$ cat config.mk
export PLATFORM = sky130hd
export DESIGN_NAME = march_bist_ctrl
export DESIGN_NICKNAME = d
export VERILOG_FILES = /design/src/rtl/march_bist_ctrl.sv
export SDC_FILE = /design/constraint.sdc
export NUM_CORES = 1
export LEC_CHECK = 0
export CAP_MARGIN = 0
export CELL_PAD_IN_SITES_DETAIL_PLACEMENT = 0
export CELL_PAD_IN_SITES_GLOBAL_PLACEMENT = 2
export CORE_MARGIN = 2
export CORE_UTILIZATION = 24
export DETAILED_ROUTE_END_ITERATION = 8
export GPL_TIMING_DRIVEN = 1
export HOLD_SLACK_MARGIN = 0.06
export PLACE_DENSITY_LB_ADDON = 0.3
export SYNTH_ARGS = -nofsm -noshare
export SYNTH_HDL_FRONTEND = slang
export SYNTH_SLANG_ARGS = --single-unit
export TNS_END_PERCENT = 5
$ cat constraint.sdc
create_clock -name clk -period 6.5 [get_ports clk]
set_input_delay 0.975 -clock clk [delete_from_list [all_inputs] [get_ports clk]]
set_output_delay 0.975 -clock clk [all_outputs]
set_load 0.01 [all_outputs]
$ cat src/rtl/march_bist_ctrl.sv
// March C- sequencer for the SRAM BIST path.
// Steps the paired address counter through six March elements, issues one
// SRAM read or write per cycle, compares read data one cycle later and
// records the address and element of the first mismatching read.
module march_bist_ctrl #(
  parameter int ADDR_WIDTH = 12,
  parameter int DATA_WIDTH = 32
) (
  input  logic                  clk,
  input  logic                  rst,
  input  logic                  start,
  input  logic [ADDR_WIDTH-1:0] cnt_value,
  output logic                  cnt_en,
  output logic                  cnt_rst,
  output logic                  sram_ce,
  output logic                  sram_we,
  output logic [ADDR_WIDTH-1:0] sram_addr,
  output logic [DATA_WIDTH-1:0] sram_din,
  input  logic [DATA_WIDTH-1:0] sram_dout,
  output logic                  busy,
  output logic                  done,
  output logic                  fail,
  output logic [ADDR_WIDTH-1:0] fail_addr,
  output logic [2:0]            fail_elem
);

  typedef enum logic [1:0] {
    S_IDLE  = 2'd0,
    S_RUN   = 2'd1,
    S_DRAIN = 2'd2,
    S_DONE  = 2'd3
  } state_t;

  // Index of the final element (E5, up: r0).
  localparam logic [2:0] LAST_ELEM = 3'd5;

  state_t                  r_state;
  logic [2:0]              r_elem;
  logic                    r_op;
  logic                    r_cmp_vld;
  logic                    r_cmp_exp;
  logic [ADDR_WIDTH-1:0]   r_cmp_addr;
  logic [2:0]              r_cmp_elem;
  logic                    r_fail;
  logic [ADDR_WIDTH-1:0]   r_fail_addr;
  logic [2:0]              r_fail_elem;

  logic                    w_we;
  logic                    w_bit;
  logic                    w_last;
  logic                    w_down;
  logic                    w_is_run;
  logic                    w_addr_last;
  logic                    w_mismatch;
  logic [ADDR_WIDTH-1:0]   w_addr;

  // Decode the current element/op into direction, access type, data bit and last-op flag.
  always_comb begin
    w_we   = 1'b0;
    w_bit  = 1'b0;
    w_last = 1'b1;
    w_down = 1'b0;
    case (r_elem)
      3'd0: begin            // up: w0
        w_we   = 1'b1;
        w_bit  = 1'b0;
        w_last = 1'b1;
      end
      3'd1: begin            // up: r0, w1
        w_we   = r_op;
        w_bit  = r_op;
        w_last = r_op;
      end
      3'd2: begin            // up: r1, w0
        w_we   = r_op;
        w_bit  = ~r_op;
        w_last = r_op;
      end
      3'd3: begin            // down: r0, w1
        w_down = 1'b1;
        w_we   = r_op;
        w_bit  = r_op;
        w_last = r_op;
      end
      3'd4: begin            // down: r1, w0
        w_down = 1'b1;
        w_we   = r_op;
        w_bit  = ~r_op;
        w_last = r_op;
      end
      3'd5: begin            // up: r0
        w_we   = 1'b0;
        w_bit  = 1'b0;
        w_last = 1'b1;
      end
      default: begin
        w_we   = 1'b0;
        w_bit  = 1'b0;
        w_last = 1'b1;
        w_down = 1'b0;
      end
    endcase
  end

  assign w_is_run    = (r_state == S_RUN);
  assign w_addr      = w_down ? ~cnt_value : cnt_value;
  assign w_addr_last = &cnt_value;
  // A read issued last cycle returns data now; compare against the replicated expected bit.
  assign w_mismatch  = r_cmp_vld && (sram_dout != {DATA_WIDTH{r_cmp_exp}});

  // All outputs decode directly from registered state; only the address follows the counter.
  assign sram_ce   = w_is_run;
  assign sram_we   = w_is_run && w_we;
  assign sram_addr = w_addr;
  assign sram_din  = {DATA_WIDTH{w_bit}};
  assign cnt_en    = w_is_run && w_last;
  assign cnt_rst   = (r_state == S_IDLE) || (r_state == S_DONE);
  assign busy      = (r_state == S_RUN) || (r_state == S_DRAIN);
  assign done      = (r_state == S_DONE);
  assign fail      = r_fail;
  assign fail_addr = r_fail_addr;
  assign fail_elem = r_fail_elem;

  // Sequencer state, element/op position, read-compare pipeline and first-failure capture.
  always_ff @(posedge clk or negedge rst) begin
    if (!rst) begin
      r_state     <= S_IDLE;
      r_elem      <= 3'd0;
      r_op        <= 1'b0;
      r_cmp_vld   <= 1'b0;
      r_cmp_exp   <= 1'b0;
      r_cmp_addr  <= '0;
      r_cmp_elem  <= 3'd0;
      r_fail      <= 1'b0;
      r_fail_addr <= '0;
      r_fail_elem <= 3'd0;
    end else begin
      // Every read in RUN becomes a compare entry for the next cycle.
      r_cmp_vld  <= w_is_run && !w_we;
      r_cmp_exp  <= w_bit;
      r_cmp_addr <= w_addr;
      r_cmp_elem <= r_elem;

      case (r_state)
        S_IDLE, S_DONE: begin
          if (start) begin
            r_fail      <= 1'b0;
            r_fail_addr <= '0;
            r_fail_elem <= 3'd0;
            r_elem      <= 3'd0;
            r_op        <= 1'b0;
            r_state     <= S_RUN;
          end else begin
            r_state     <= r_state;
          end
        end
        S_RUN: begin
          if (w_mismatch) begin
            // The op issued this cycle still goes out; nothing after it does.
            r_fail      <= 1'b1;
            r_fail_addr <= r_cmp_addr;
            r_fail_elem <= r_cmp_elem;
            r_state     <= S_DONE;
          end else if (w_last) begin
            r_op <= 1'b0;
            if (w_addr_last) begin
              if (r_elem == LAST_ELEM) begin
                r_state <= S_DRAIN;
              end else begin
                r_elem  <= r_elem + 3'd1;
              end
            end else begin
              r_elem <= r_elem;
            end
          end else begin
            r_op <= 1'b1;
          end
        end
        S_DRAIN: begin
          // One cycle for the final read's compare.
          if (w_mismatch) begin
            r_fail      <= 1'b1;
            r_fail_addr <= r_cmp_addr;
            r_fail_elem <= r_cmp_elem;
          end else begin
            r_fail      <= r_fail;
          end
          r_state <= S_DONE;
        end
        default: begin
          r_state <= S_IDLE;
        end
      endcase
    end
  end

endmodule

==> metrics.txt <==
# TYPE chip_impl_metric gauge
chip_impl_info{name="outcome",value="complete, no violations"} 1
chip_impl_metric{name="track_usage",unit="%"} 11.2
chip_impl_metric{name="die_area",unit="um2"} 10000
chip_impl_metric{name="place.detailed.instances",unit=""} 416
chip_impl_info{name="timing.critical_path.from_type",value="register"} 1
chip_impl_metric{name="switch_share",unit="%"} 31.4
chip_impl_info{name="endpoint_of_the_most_critical_register_to_register_path",value="r_state[0]$_DFFE_PN0P_"} 1
chip_impl_info{name="r2r-start",value="r_elem[0]$_DFFE_PN0P_"} 1
chip_impl_metric{name="floorplan_core_area",unit="um2"} 9110
chip_impl_metric{name="worst-r2r-cell-count",unit=""} 7
chip_impl_metric{name="fillerInstances",unit=""} 928
chip_impl_metric{name="power_density",unit="nW/um2"} 212
chip_impl_metric{name="drt_drc_violations_left",unit=""} 0
chip_impl_metric{name="cellInternalPower",unit="uW"} 483
chip_impl_info{name="cts_tree",value="yes"} 1
chip_impl_metric{name="logic_pwr_share",unit="%"} 34.0
chip_impl_metric{name="placement.cell_area",unit="um2"} 3200
chip_impl_metric{name="instances_no_fill",unit=""} 424
chip_impl_metric{name="drv_cap",unit=""} 0
chip_impl_metric{name="power.clock.fraction",unit="%"} 28.9
chip_impl_info{name="critical_path.slowest_cell",value="sky130_fd_sc_hd__mux2i_2"} 1
chip_impl_metric{name="final_period_minus_worst_setup_slack",unit="ns"} 3.68
chip_impl_metric{name="cts-resized-gates",unit=""} 0
chip_impl_metric{name="peakVddDrop",unit="V"} 0.0000841
chip_impl_metric{name="final.setup_skew",unit="ns"} 0.00656
chip_impl_metric{name="first_global_vias",unit=""} 1817
chip_impl_metric{name="timing.fmax",unit="GHz"} 0.271
chip_impl_metric{name="worst-endpoint-arrival",unit="ns"} 2.71
chip_impl_metric{name="synth_seq_cells",unit=""} 39
chip_impl_metric{name="ctsHoldBuffers",unit=""} 0
chip_impl_metric{name="tritoncts.num_buffers",unit=""} 5
chip_impl_metric{name="power_leakage",unit="nW"} 1.32
chip_impl_info{name="cp_top_family",value="multiplexers"} 1
chip_impl_metric{name="sequential_area",unit="um2"} 976
chip_impl_metric{name="cts.clk_slew.worst_paths",unit="ns"} 0.08
chip_impl_metric{name="top_cell_type_s_share_of_synthesized_area",unit="%"} 44.1
chip_impl_info{name="unrepaired_setup_endpoints_after_global_routing",value="no"} 1
chip_impl_info{name="synth_top_cells_by_area",value="sky130_fd_sc_hd__dfrtp_1 44%, sky130_fd_sc_hd__buf_4 11%, sky130_fd_sc_hd__xnor2_1 4.8%, sky130_fd_sc_hd__ha_1 4.5%, sky130_fd_sc_hd__nand3_1 4.3%"} 1
chip_impl_metric{name="wl",unit="um"} 5570
chip_impl_metric{name="core.rowCount",unit=""} 35
chip_impl_info{name="hold_end",value="r_cmp_elem[1]$_DFF_PN0_"} 1
chip_impl_metric{name="r2r_setup_slack",unit="ns"} 4.24
chip_impl_metric{name="hpwl_after_detailed_placement",unit="um"} 4130
chip_impl_metric{name="finalCritPeriodShare",unit="%"} 56.7
chip_impl_metric{name="timing.hold.worst_path_depth",unit=""} 0
chip_impl_metric{name="final_layout_size_suffix_gt1_share",unit="%"} 7.35
chip_impl_metric{name="clock_latency_of_the_later_clocked_register_in_the_worst_skew_pair",unit="ns"} 0.29
chip_impl_metric{name="drt_first_pass_iters",unit=""} 4
chip_impl_metric{name="utilization",unit="%"} 36.4
chip_impl_metric{name="insertedDiodeCount",unit=""} 0
chip_impl_metric{name="finalHoldViolations",unit=""} 0
chip_impl_metric{name="worst_path_largest_cell_delay",unit="ns"} 0.80
chip_impl_metric{name="ant_nets",unit=""} 0
chip_impl_metric{name="cts.path.max_buffers",unit=""} 2
chip_impl_metric{name="ys_types",unit=""} 40
chip_impl_info{name="synth_area_leader_cell",value="sky130_fd_sc_hd__dfrtp_1"} 1
chip_impl_metric{name="syn_inst",unit=""} 232
chip_impl_metric{name="syn-mean-instance-area",unit="um2"} 9.54
chip_impl_metric{name="maxSlewHeadroom",unit="%"} 28.4
chip_impl_metric{name="seq_area_frac_synth",unit="%"} 44.1
chip_impl_metric{name="grt_antenna_before_repair",unit=""} 0
chip_impl_metric{name="die_width",unit="um"} 100
chip_impl_metric{name="number_of_nets_in_the_layout",unit=""} 367
chip_impl_info{name="yosys_most_used_dff",value="sky130_fd_sc_hd__dfrtp_1"} 1
chip_impl_metric{name="num_io_pins",unit=""} 113
chip_impl_info{name="end_kind",value="primary output"} 1
chip_impl_metric{name="grt_max_degree",unit=""} 40
chip_impl_metric{name="async_reset_ff_share",unit="%"} 100
chip_impl_metric{name="p_switching",unit="uW"} 221
chip_impl_info{name="holdCritPathClass",value="reg2reg"} 1
chip_impl_metric{name="timing.setup.tns",unit="ns"} 0
chip_impl_metric{name="avgRoutedWirePerCell",unit="um"} 13.1
chip_impl_metric{name="worstPathRequired",unit="ns"} 5.52
chip_impl_metric{name="clock_sink_count",unit=""} 39
chip_impl_metric{name="start_util",unit="%"} 24.3
chip_impl_metric{name="grt_first_pass_wirelength",unit="um"} 8960
chip_impl_metric{name="cts.repair_timing.setup_buffer_count",unit=""} 0
chip_impl_metric{name="number_of_pins_exceeding_their_max_slew_limit_in_the_final_report",unit=""} 0
chip_impl_metric{name="weighted_congestion_reported_at_the_end_of_routability_driven_placement",unit=""} 0.690
chip_impl_info{name="layout_commonest_cell",value="sky130_fd_sc_hd__clkdlybuf4s50_1"} 1
chip_impl_metric{name="die_height",unit="um"} 100
chip_impl_info{name="hold_path_startpoint",value="r_elem[1]$_DFFE_PN0P_"} 1
chip_impl_metric{name="detailedRoute.firstIterationViolations",unit=""} 69
chip_impl_metric{name="multiInputGateArea",unit="um2"} 875
chip_impl_metric{name="final_area",unit="um2"} 3320
chip_impl_metric{name="gr-total-overflow",unit=""} 0
chip_impl_metric{name="routed_via_density",unit=""} 4.37
chip_impl_info{name="crit_path_cell_trace",value="inv_1, ha_1, mux2i_2, xnor2_1, clkdlybuf4s50_1"} 1
chip_impl_info{name="layout_common_cells",value="111 x sky130_fd_sc_hd__clkdlybuf4s50_1, 39 x sky130_fd_sc_hd__dfrtp_1, 24 x sky130_fd_sc_hd__inv_1"} 1
chip_impl_metric{name="h_tree_depth",unit=""} 2
chip_impl_metric{name="io_buffer_count",unit=""} 112
chip_impl_metric{name="synth_nets",unit=""} 287
chip_impl_metric{name="route.vias.total",unit=""} 1852
chip_impl_metric{name="power_frac_seq",unit="%"} 37.1
chip_impl_metric{name="critPathMaxFanout",unit=""} 12
chip_impl_metric{name="mappedNetlistArea",unit="um2"} 2210
chip_impl_info{name="cts_root_buffer",value="sky130_fd_sc_hd__clkbuf_8"} 1
chip_impl_metric{name="worst_slew_pin_slew",unit="ns"} 1.07
chip_impl_metric{name="setup_violations",unit=""} 0
chip_impl_metric{name="worst_path_buffer_plus_inverter_count",unit=""} 2
chip_impl_metric{name="synth_enable_flop_cells",unit=""} 0
chip_impl_info{name="critPathKind",value="reg2out"} 1
chip_impl_metric{name="syn_to_final_growth",unit="%"} 49.9
chip_impl_metric{name="ys.warnings.count",unit=""} 0
cells in the mapped netlist (2+ instances only):
| cell type | n |
|---|---|
| sky130_fd_sc_hd__a22oi_1 | 2 |
| sky130_fd_sc_hd__buf_2 | 3 |
| sky130_fd_sc_hd__buf_4 | 32 |
| sky130_fd_sc_hd__clkbuf_1 | 4 |
| sky130_fd_sc_hd__dfrtp_1 | 39 |
| sky130_fd_sc_hd__ha_1 | 8 |
| sky130_fd_sc_hd__inv_1 | 24 |
| sky130_fd_sc_hd__mux2i_1 | 2 |
| sky130_fd_sc_hd__nand2_1 | 6 |
| sky130_fd_sc_hd__nand3_1 | 19 |
| sky130_fd_sc_hd__nand4_1 | 8 |
| sky130_fd_sc_hd__nor2_1 | 6 |
| sky130_fd_sc_hd__nor2b_1 | 3 |
| sky130_fd_sc_hd__nor3_1 | 7 |
| sky130_fd_sc_hd__nor4_1 | 2 |
| sky130_fd_sc_hd__nor4_2 | 2 |
| sky130_fd_sc_hd__o211ai_1 | 2 |
| sky130_fd_sc_hd__o21ai_0 | 7 |
| sky130_fd_sc_hd__o21ai_1 | 15 |
| sky130_fd_sc_hd__o22ai_1 | 5 |
| sky130_fd_sc_hd__or3_1 | 3 |
| sky130_fd_sc_hd__or4_1 | 4 |
| sky130_fd_sc_hd__xnor2_1 | 12 |
through the flow:
stage | hold slack (ns) | setup WS, ns | power [mW]
6_report | 0.467 | 2.82 | 0.704
5_1_grt | 0.506 | 2.53 | 0.752
4_1_cts | 0.474 | 2.74 | 0.720
3_5_place_dp | 0.456 | 3.07 | 0.511
3_3_place_gp | 0.427 | 3.09 | 0.514
2_1_floorplan | 0.414 | 2.69 | 0.391
flip-flops by register name, summed over array words and instances, names as in the netlist:
signal      count
fail_addr      12
r_cmp_addr     12
fail_elem       3
r_cmp_elem      3
r_elem          3
r_state         2
fail            1
r_cmp_exp       1
r_cmp_vld       1
r_op            1
power groups by stage:
stage / clock network (mW) / registers [mW] / logic, mW
floorplan: 0 / 0.264 / 0.127
global placement: 0 / 0.267 / 0.247
finish: 0.203 / 0.262 / 0.239
global route: 0.222 / 0.263 / 0.267
detailed placement: 0 / 0.267 / 0.245
CTS: 0.212 / 0.262 / 0.246
logic make-up after synthesis:
logic type / count (synthesis) / synth area share [%]
muxes: 3 / 1.41
buffers and inverters: 64 / 16.7
and+or+nand+nor: 67 / 17.5
adders and majority gates: 8 / 4.53
xor gates and xnor gates: 12 / 4.75
AOI/OAI and AO/OA: 39 / 11.0
DFF: 39 / 44.1
how the worst max path moves through the flow:
stage | to | cells after the start | from
3_3_place_gp | sram_addr[10] | 5 | r_elem[0]$_DFFE_PN0P_
4_1_cts | sram_addr[9] | 5 | r_elem[0]$_DFFE_PN0P_
5_1_grt | sram_din[7] | 5 | r_elem[1]$_DFFE_PN0P_
2_1_floorplan | sram_din[0] | 5 | r_elem[1]$_DFFE_PN0P_
6_report | sram_addr[7] | 5 | r_elem[0]$_DFFE_PN0P_
3_5_place_dp | sram_addr[9] | 5 | r_elem[0]$_DFFE_PN0P_
worst reg2reg max path, cell delays in order (launching register included):
cell and delay (ns):
sky130_fd_sc_hd__dfrtp_1 0.44, sky130_fd_sc_hd__inv_1 0.11, sky130_fd_sc_hd__ha_1 0.23, sky130_fd_sc_hd__nor2_1 0.06
sky130_fd_sc_hd__a211oi_1 0.44, sky130_fd_sc_hd__nand4b_1 0.23, sky130_fd_sc_hd__mux2_2 0.35, sky130_fd_sc_hd__a221oi_1 0.30
routing by layer:
metal	global-route usage (%)	wire (um)	vias up
met5	0	0	-
met3	2.72	313	5
li1	-	-	935
met4	3.16	69	0
met2	18.2	2680	54
met1	15.0	2510	858
cell type report:
type	instances	area share (%)
multi-input combinational	129	26.4
clock inverter	3	1.32
tap	111	4.19
sequential	39	29.4
timing repair buffer	113	33.9
clock buffer	5	2.08
inverter	24	2.72
(Power assumes the default switching activity.)
